### src/rtl/dbuf2ddr_pkg.sv
// Shared definitions for the data-buffer read-back path.
//   DATA_W / BATCH / DDR_W : word geometry; one DDR beat carries BATCH
//                            samples of DATA_W bits, batch i at [DATA_W*i +: DATA_W]
//   bw()                   : bit width needed to index/count x items (min 1)
//   dbuf2ddr_state_t       : read-back engine FSM states
package dbuf2ddr_pkg;

  localparam int DATA_W = 16;
  localparam int BATCH  = 4;
  localparam int DDR_W  = DATA_W * BATCH;

  function automatic int bw(input int x);
    return (x <= 1) ? 1 : $clog2(x);
  endfunction

  typedef enum logic [1:0] {
    IDLE  = 2'd0,
    RUN   = 2'd1,
    DRAIN = 2'd2
  } dbuf2ddr_state_t;

endpackage

### src/rtl/dbuf2ddr_sync_fifo.sv
// sync_fifo_fwft: single-clock first-word-fall-through FIFO.
//   clk, rst        : clock, asynchronous active-high reset (pointers/count only)
//   push, push_data : write request and word
//   pop             : consume the head word (ignored when empty)
//   head            : current head word, valid whenever !empty
//   empty, full     : status flags
//   count           : number of stored words, 0..DEPTH
// A push while full is accepted only when a pop frees the head slot in the
// same cycle. Push and pop together leave count unchanged.
module sync_fifo_fwft
  import dbuf2ddr_pkg::*;
#(
  parameter int WIDTH = 8,
  parameter int DEPTH = 8
)(
  input  logic                    clk,
  input  logic                    rst,
  input  logic                    push,
  input  logic [WIDTH-1:0]        push_data,
  input  logic                    pop,
  output logic [WIDTH-1:0]        head,
  output logic                    empty,
  output logic                    full,
  output logic [bw(DEPTH+1)-1:0]  count
);

  localparam int PTR_W = bw(DEPTH);
  localparam int CNT_W = bw(DEPTH+1);

  logic [WIDTH-1:0] mem [DEPTH];
  logic [PTR_W-1:0] wr_ptr;
  logic [PTR_W-1:0] rd_ptr;
  logic             do_push;
  logic             do_pop;

  assign empty   = (count == '0);
  assign full    = (count == CNT_W'(DEPTH));
  assign do_pop  = pop && !empty;
  assign do_push = push && (!full || do_pop);
  assign head    = mem[rd_ptr];

  function automatic logic [PTR_W-1:0] ptr_inc(input logic [PTR_W-1:0] p);
    return (p == PTR_W'(DEPTH-1)) ? '0 : p + PTR_W'(1);
  endfunction

  always_ff @(posedge clk or posedge rst) begin
    if (rst) begin
      wr_ptr <= '0;
      rd_ptr <= '0;
      count  <= '0;
    end else begin
      if (do_push) wr_ptr <= ptr_inc(wr_ptr);
      if (do_pop)  rd_ptr <= ptr_inc(rd_ptr);
      case ({do_push, do_pop})
        2'b10:   count <= count + CNT_W'(1);
        2'b01:   count <= count - CNT_W'(1);
        default: count <= count;
      endcase
    end
  end

  // Storage is pure data: never reset, only written on push.
  always_ff @(posedge clk) begin
    if (do_push) mem[wr_ptr] <= push_data;
  end

endmodule

### src/rtl/dbuf2ddr.sv
// dbuf2ddr: data-buffer to DDR read-back engine.
// Walks one 4-PE group's data buffers in the loader's address/unit layout,
// issues reads into the fixed-latency buffer pipe and streams each returned
// word to the DDR write channel through a FWFT FIFO. Reads are only issued
// while FIFO occupancy plus reads still in the pipe is below FIFO_DEPTH, so
// returning data always finds room and DDR backpressure never stalls the pipe.
//   clk, rst            : clock, asynchronous active-high reset
//   start, done         : pass launch pulse (honored in IDLE) / idle flag
//   conf_mode[0]        : 1 = FC walk, 0 = CONV walk (other bits ignored)
//   conf_ch_num         : channels-1 (CONV) or last address (FC)
//   conf_row_num        : rows-1 (CONV)
//   conf_pix_num        : pixels per row-1 (CONV)
//   conf_grp            : 4-PE group to read
//   dbuf_rd_addr/en     : buffer read address and one-hot PE read enable
//   dbuf_rd_data        : per-unit read data of the group, RD_LAT after rd_en
//   ddr_data/valid/ready: DDR write channel
module dbuf2ddr
  import dbuf2ddr_pkg::*;
#(
  parameter int BUF_DEPTH  = 256,
  parameter int ADDR_W     = bw(BUF_DEPTH),
  parameter int PE_NUM     = 32,
  parameter int RD_LAT     = 2,
  parameter int FIFO_DEPTH = 8
)(
  input  logic                        clk,
  input  logic                        rst,
  input  logic                        start,
  output logic                        done,
  input  logic [3:0]                  conf_mode,
  input  logic [3:0]                  conf_ch_num,
  input  logic [3:0]                  conf_row_num,
  input  logic [3:0]                  conf_pix_num,
  input  logic [bw(PE_NUM/4)-1:0]     conf_grp,
  output logic [ADDR_W-1:0]           dbuf_rd_addr,
  output logic [PE_NUM-1:0]           dbuf_rd_en,
  input  logic [3:0][DDR_W-1:0]       dbuf_rd_data,
  output logic [DDR_W-1:0]            ddr_data,
  output logic                        ddr_valid,
  input  logic                        ddr_ready
);

  localparam int GRP_W = bw(PE_NUM/4);
  localparam int CNT_W = bw(FIFO_DEPTH+1);
  localparam int INF_W = bw(RD_LAT+1);

  dbuf2ddr_state_t   state;

  // Latched pass configuration
  logic              cfg_fc;
  logic [3:0]        cfg_ch;
  logic [3:0]        cfg_row;
  logic [3:0]        cfg_pix;
  logic [GRP_W-1:0]  cfg_grp;

  // Address walker position: row outermost, channel innermost
  logic [3:0]        ch_cnt;
  logic [3:0]        pix_cnt;
  logic [3:0]        row_cnt;

  logic [INF_W-1:0]  inflight;
  logic              issue;
  logic              credit_ok;
  logic              last_rd;
  logic [1:0]        unit;
  logic [ADDR_W-1:0] walk_addr;

  // Read pipe shadow: valid and unit travel RD_LAT cycles with the read
  logic [RD_LAT-1:0] vld_p;
  logic [1:0]        unit_p [RD_LAT];

  logic              fifo_push;
  logic [DDR_W-1:0]  ret_word;
  logic              fifo_pop;
  logic [DDR_W-1:0]  fifo_head;
  logic              fifo_empty;
  logic              fifo_full;
  logic [CNT_W-1:0]  fifo_count;
  logic              unused_bits;

  assign unused_bits = ^{conf_mode[3:1], fifo_full};

  assign credit_ok = (int'(fifo_count) + int'(inflight)) < FIFO_DEPTH;
  assign issue     = (state == RUN) && credit_ok;
  // FC latches pix/row limits as zero, so one compare covers both walks.
  assign last_rd   = (ch_cnt == cfg_ch) && (pix_cnt == cfg_pix) && (row_cnt == cfg_row);
  assign unit      = cfg_fc ? 2'd0 : {row_cnt[0], pix_cnt[0]};

  always_comb begin
    walk_addr = '0;
    if (cfg_fc) walk_addr = ADDR_W'(ch_cnt);
    else        walk_addr = {ch_cnt[ADDR_W-5:0], row_cnt[1], pix_cnt[3:1]};
  end

  assign dbuf_rd_addr = issue ? walk_addr : '0;
  assign dbuf_rd_en   = issue ? (PE_NUM'(1) << {cfg_grp, unit}) : '0;
  assign done         = (state == IDLE);

  always_ff @(posedge clk or posedge rst) begin
    if (rst) begin
      state   <= IDLE;
      cfg_fc  <= 1'b0;
      cfg_ch  <= '0;
      cfg_row <= '0;
      cfg_pix <= '0;
      cfg_grp <= '0;
      ch_cnt  <= '0;
      pix_cnt <= '0;
      row_cnt <= '0;
    end else begin
      case (state)
        IDLE: begin
          if (start) begin
            state   <= RUN;
            cfg_fc  <= conf_mode[0];
            cfg_ch  <= conf_ch_num;
            cfg_row <= conf_mode[0] ? 4'd0 : conf_row_num;
            cfg_pix <= conf_mode[0] ? 4'd0 : conf_pix_num;
            cfg_grp <= conf_grp;
            ch_cnt  <= '0;
            pix_cnt <= '0;
            row_cnt <= '0;
          end
        end
        RUN: begin
          if (issue) begin
            if (last_rd) begin
              state <= DRAIN;
            end else if (ch_cnt != cfg_ch) begin
              ch_cnt <= ch_cnt + 4'd1;
            end else begin
              ch_cnt <= '0;
              if (pix_cnt != cfg_pix) begin
                pix_cnt <= pix_cnt + 4'd1;
              end else begin
                pix_cnt <= '0;
                row_cnt <= row_cnt + 4'd1;
              end
            end
          end
        end
        DRAIN: begin
          // Pipe empty and the very last word leaving the FIFO this cycle.
          if ((inflight == '0) && (fifo_count == CNT_W'(1)) && fifo_pop)
            state <= IDLE;
        end
        default: state <= IDLE;
      endcase
    end
  end

  always_ff @(posedge clk or posedge rst) begin
    if (rst) begin
      inflight <= '0;
    end else begin
      case ({issue, fifo_push})
        2'b10:   inflight <= inflight + INF_W'(1);
        2'b01:   inflight <= inflight - INF_W'(1);
        default: inflight <= inflight;
      endcase
    end
  end

  // ---- stage p0 .. p(RD_LAT-1): read-pipe shadow ----
  always_ff @(posedge clk or posedge rst) begin
    if (rst) begin
      vld_p <= '0;
    end else begin
      vld_p[0] <= issue;
      for (int i = 1; i < RD_LAT; i++) vld_p[i] <= vld_p[i-1];
    end
  end

  always_ff @(posedge clk) begin
    unit_p[0] <= unit;
    for (int i = 1; i < RD_LAT; i++) unit_p[i] <= unit_p[i-1];
  end

  // ---- return stage: word arrives, muxed by delayed unit, into FIFO ----
  assign fifo_push = vld_p[RD_LAT-1];
  assign ret_word  = dbuf_rd_data[unit_p[RD_LAT-1]];

  sync_fifo_fwft #(
    .WIDTH (DDR_W),
    .DEPTH (FIFO_DEPTH)
  ) u_fifo (
    .clk       (clk),
    .rst       (rst),
    .push      (fifo_push),
    .push_data (ret_word),
    .pop       (fifo_pop),
    .head      (fifo_head),
    .empty     (fifo_empty),
    .full      (fifo_full),
    .count     (fifo_count)
  );

  // ---- output stage: FIFO head drives the DDR channel ----
  assign ddr_valid = !fifo_empty;
  assign ddr_data  = fifo_empty ? '0 : fifo_head;
  assign fifo_pop  = ddr_valid && ddr_ready;

endmodule
### config.mk
export PLATFORM = sky130hd
export DESIGN_NAME = dbuf2ddr
export DESIGN_NICKNAME = d
export VERILOG_FILES = /design/src/rtl/dbuf2ddr_pkg.sv /design/src/rtl/dbuf2ddr_sync_fifo.sv /design/src/rtl/dbuf2ddr.sv
export SDC_FILE = /design/constraint.sdc
export NUM_CORES = 1
export LEC_CHECK = 0
export ABC_AREA = 1
export CAP_MARGIN = 20
export CORE_MARGIN = 3
export CORE_UTILIZATION = 45
export DETAILED_ROUTE_END_ITERATION = 10
export HOLD_SLACK_MARGIN = 0.05
export PLACE_DENSITY = 0.76
export SLEW_MARGIN = 40
export SYNTH_ARGS = -nofsm -noshare
export SYNTH_HDL_FRONTEND = slang
export SYNTH_HIERARCHICAL = 1
export SYNTH_SLANG_ARGS = --single-unit
export TNS_END_PERCENT = 100
### constraint.sdc
create_clock -name clk -period 5 [get_ports clk]
set_input_delay 1.5 -clock clk [delete_from_list [all_inputs] [get_ports clk]]
set_output_delay 1.5 -clock clk [all_outputs]
set_load 0.02 [all_outputs]
# Word-level counts from Yosys, hierarchy flattened
# Memory sizes are Yosys's and may differ from the RTL's.
# Cells that the tools add are included.
[word_totals]
ramBits = 516
memories = 2
register_bits = 44
output_inout_bits = 106
[memory_table]
columns = ["memory", "words", "word_bits", "read_ports", "rd_clocked_by_memory_dff", "write_ports", "line", "rtl"]
rows = [
  ["u_fifo.mem", 8, 64, 1, 0, 1, "dbuf2ddr_sync_fifo.sv:30", "logic [WIDTH-1:0] mem [DEPTH];"],
  ["unit_p", 2, 2, 2, 0, 2, "dbuf2ddr.sv:70", "logic [1:0] unit_p [RD_LAT];"],
]
[op_classes]
n_mux = 35
order_cmp = 2
reduce_logical = 22
addsub = 10
shifts = 1
eq_ne = 22
[op_table]
columns = ["op", "count"]
rows = [
  ["$bmux W64 S2", 1],
  ["$mux W64", 2],
  ["$mux W4", 14],
  ["$mux W32", 1],
  ["$pmux W4 S2", 4],
  ["$shl A1 B5 Y32 const A", 1],
  ["$add A4 B1 Y4 const B", 4],
  ["$mux W8", 2],
  ["$ne A2 B2 Y1 const B", 7],
  ["$eq A4 B4 Y1", 3],
  ["$mux W2", 5],
  ["$logic_and A1 B1 Y1", 8],
  ["$ne A4 B4 Y1", 2],
  ["$reduce_and A4 Y1", 2],
  ["$add A3 B1 Y3 const B", 2],
  ["$eq A2 B1 Y1 const B", 3],
  ["$eq A2 B2 Y1 const B", 3],
  ["$eq A3 B3 Y1 const B", 2],
  ["$mux W3", 2],
  ["$pmux W2 S3", 1],
  ["$reduce_and A6 Y1", 1],
  ["$reduce_bool A2 Y1", 3],
  ["$add A4 B2 Y5", 1],
  ["$lt A5 B4 Y1 const B", 1],
  ["14 further kinds", 17],
]

# Depth between registers and ports, before layout
# Gate-level depths: netlist of run 1.
[depth]
depth_word = 8
mapped_depth = 16

# Modules after synthesis
# The synthesis of run 1 kept the hierarchy.
[by_module_without_submodules]
columns = ["mod", "n_inst", "cells_per_inst", "area_each_um2", "seq_area_each_um2"]
rows = [
  ["sync_fifo_fwft", 1, 2307, 22679.3, 15625.0],
  ["dbuf2ddr", 1, 813, 4450.5, 930.9],
]

# Worst setup path after synthesis of run 1
# No wires, ideal clock.
[synth_path]
path_type = "input port to flip-flop"
startpoint = "in ddr_ready"
endpoint = "mem u_fifo/mem[0][0] in the netlist's numbering, enable pin"
stages = 7
arrival_time_ns = 4.780
n_path_buf = 1
required_ns = 4.514
setup_time_ns = 0.486
setup_slack_ns = -0.266
path_cell_list = "inv_1 > nor2_1 > inv_1 > nand4_1 > nand2_1 > buf_4 > nor2_1"
[synth_between]
elab_chain_len = 6
[synth_rtl]
columns = ["element", "line", "rtl"]
rows = [
  ["from (decl)", "dbuf2ddr.sv:40", "input logic ddr_ready"],
  ["$logic_and A1 B1 Y1", "dbuf2ddr.sv:201", "assign fifo_pop = ddr_valid && ddr_ready;"],
  ["via fifo_pop", "dbuf2ddr.sv:74", "logic fifo_pop;"],
  ["$logic_and A1 B1 Y1", "dbuf2ddr_sync_fifo.sv:38", "assign do_pop = pop && !empty;"],
  ["$logic_or A1 B1 Y1", "dbuf2ddr_sync_fifo.sv:39", "assign do_push = push && (!full || do_pop);"],
  ["$logic_and A1 B1 Y1", "dbuf2ddr_sync_fifo.sv:39", ""],
  ["$mux W1", "dbuf2ddr_sync_fifo.sv:64", "if (do_push) mem[wr_ptr] <= push_data;"],
  ["$mux W1 (implied by the code)", "dbuf2ddr_sync_fifo.sv:64", ""],
  ["to (decl)", "dbuf2ddr_sync_fifo.sv:30", ""],
]
# The timed path passes the listed nets, and every way through them passes these cells.

# Worst setup path after layout of run 1
[layout_path]
startpoint = "reg u_fifo.rd_ptr[1]"
endpoint = "out ddr_data[63]"
[layout_between]
elab_chain_len = 2
[layout_rtl]
columns = ["element", "line", "rtl"]
rows = [
  ["from (decl)", "dbuf2ddr_sync_fifo.sv:32", "logic [PTR_W-1:0] rd_ptr;"],
  ["from (signal assigned)", "dbuf2ddr_sync_fifo.sv:53", "if (do_pop) rd_ptr <= ptr_inc(rd_ptr);"],
  ["$mem_v2 Z8 W64", "n/a", ""],
  ["via fifo_head[63]", "dbuf2ddr.sv:75", "logic [DDR_W-1:0] fifo_head;"],
  ["$mux W64", "dbuf2ddr.sv:200", "assign ddr_data = fifo_empty ? '0 : fifo_head;"],
  ["to (decl)", "dbuf2ddr.sv:38", "output logic [DDR_W-1:0] ddr_data,"],
]
# The timed path passes the listed nets, and every way through them passes these cells.

==> out/metrics.cfg, run 1 <==
[outcome]
status = completed

[synthesis]
synth_area_mm2 = 0.0271
synth_cells = 3119
synth_nets = 3411
avgSynthCellArea_um2 = 8.70
synth_warnings = 6

[clock_network]
root_buffer = clkbuf_16
clockBufferDepth = 3
ctsHoldBuffers = 0
numCtsBuffers = 56
clock-sinks = 560
cts_resized = 0
htree_levels = 2
insertion_delay_ns = 0.63
cts_tree = done
cts_setup_buffers = 0
clkTransAtPathRegs_ns = 0.06

[sta]
setup_viol = 0
post-route-period-util_pct = 96.5
hold_viol = 0
tightest_slew_ns = 0.871
maxSlewViolCount = 0
holdWs_ns = 0.331
fin_crit_ns = 4.82
fin_ws_ns = 0.176
relSlewSlack_pct = 42.0
fmax_mhz = 207
fin_skew_ns = 0.0236
rsz0062_at_grt = false

[setup_path]
cp.depth = 10
slowest_stage = dfrtp_4
startpoint = u_fifo/rd_ptr[1]
critPathArrivalTime_ns = 3.32
r2r_end = u_fifo/count[3]
cp_max_fo = 54
worst_r2r_path_depth = 16
required_ns = 3.50
start_kind = flip-flop
endpoint_kind = output port
crit_family = buffers and inverters
r2r_start = u_fifo/count[1]
r2r_slack_ns = 1.53
critPathKind = flip-flop to output port
cpMostUsedCell = nand2_1
path_cells = inv_4, buf_12, nor2_1, nand2_1, nand2_1, nand2_1, nand2_1, inv_1, nor2_1, clkdlybuf4s50_1
endpoint = ddr_data[63]
crit_buf_inv = 4
cpPeakStageDelay_ns = 0.70

[finish]
nets = 3734
syn_to_final_growth_pct = 23.4
seq_area_mm2 = 0.0166
final_util_pct = 56.4
multi_input_area_mm2 = 0.00838
num-fill-cells = 5035
layout_common_cells = 939 x nand2_1, 768 x nor2_1, 512 x edfxtp_1
drive_gt1_share_pct = 4.64
layout_commonest_cell = nand2_1
final_area_mm2 = 0.0335
n_antenna_cell = 0

[pwr]
power.density_mw_per_mm2 = 547
peakVddDrop_v = 0.000315
power.switching_w = 0.00716
p_sw_share_pct = 39.1
combinationalPowerShare_pct = 42.4
pwr-share-clk_pct = 23.4
intPower_w = 0.0112
leakage_nw = 14.2
seqPwrFrac_pct = 34.2

[detailed_routing]
drtIter0Drc = 1611
routedWlPerCell_um = 16.0
vias = 20700
drtPass1Iterations = 6
antenna_left = 0
wirelength_um = 68000
viasPerCell = 4.85
drc = 0

[die]
die_x_um = 252
die_h_um = 252
ioPinCount = 385
start_util_pct = 45.7
die_area_mm2 = 0.0633
coreArea_mm2 = 0.0594
rows = 89

[global_routing]
antenna_found_initial = 2
grt_pass1_vias = 19600
grt_use_total_pct = 21.0
grt_max_degree = 169
overflow = 0
grt_pass1_wl_um = 105000

[placement]
hpwl_um = 40900
gp_congestion = 0.780
dp_slack_ns = 0.821
place_area_mm2 = 0.0316
portBuffers = 381

[min_path]
hold_path.class = flip-flop to flip-flop
hold_path.startpoint = unit_p[0][1]

[flow_run]
maxCapViolCount = 0

[per-stage QoR]
stage / setup TNS [ns] / power, W / std cells
5_1_grt: 0 / 0.0196 / 4261
3_3_place_gp: 0 / 0.0140 / 4157
4_1_cts: 0 / 0.0184 / 4261
2_1_floorplan: -136.32 / 0.0115 / 3119
6_report: 0 / 0.0183 / 4261
3_5_place_dp: 0 / 0.0141 / 4157
[worst min-delay path by stage]
stage | to | slack, ns | cells after the start
floorplan | unit_p[0][2] | 0.31 | 0
global placement | unit_p[0][3] | 0.32 | 0
detailed placement | unit_p[0][3] | 0.31 | 0
CTS | unit_p[0][3] | 0.33 | 0
global route | unit_p[0][3] | 0.34 | 0
finish | unit_p[0][3] | 0.33 | 0
[routing by layer]
| metal | global-route usage, % | wire [µm] | part of all wire (%) | vias up |
|---|---|---|---|---|
| li1 | - | - | - | 10400 |
| met1 | 26.5 | 28400 | 42 | 9503 |
| met2 | 37.1 | 33400 | 49 | 631 |
| met3 | 3.79 | 4710 | 6.9 | 101 |
| met4 | 6.38 | 1440 | 2.1 | 2 |
| met5 | 0 | 13 | 0.019 | - |
[power groups by stage]
stage               Clock (W)  Combinational [W]  Sequential (W)
floorplan                   0            0.00532         0.00617
global placement            0            0.00765         0.00634
detailed placement          0            0.00778         0.00636
CTS                   0.00435            0.00783         0.00626
global route          0.00455            0.00871         0.00631
finish                0.00428            0.00777         0.00626
[sequential cells by signal, indices dropped and copies added (netlist names)]
signal / count
cfg_ch: 4
cfg_fc: 1
cfg_grp: 3
cfg_pix: 4
cfg_row: 4
ch_cnt: 4
inflight: 2
pix_cnt: 4
row_cnt: 4
state: 2
u_fifo/count: 4
u_fifo/mem: 512
u_fifo/rd_ptr: 3
u_fifo/wr_ptr: 3
unit_p: 4
vld_p: 2
[final cells by class]
class | instances | share of cell area (%)
Sequential cell | 560 | 49.5
Multi-Input combinational cell | 2029 | 25.1
Timing Repair Buffer | 421 | 12.6
Clock buffer | 64 | 4.37
Inverter | 374 | 4.21
Tap cell | 773 | 2.89
Clock inverter | 40 | 1.32
Power figures use the tool's default switching activity.
==> inputs of run 2 (changes only) <==
--- a/config.mk
+++ b/config.mk
@@ -12,7 +12,6 @@
 export DETAILED_ROUTE_END_ITERATION = 10
 export HOLD_SLACK_MARGIN = 0.05
 export PLACE_DENSITY = 0.76
-export SLEW_MARGIN = 40
 export SYNTH_ARGS = -nofsm -noshare
 export SYNTH_HDL_FRONTEND = slang
 export SYNTH_HIERARCHICAL = 1
==> results of run 2 <==
The final DEF is identical to that of run 1; final timing and power are the same.
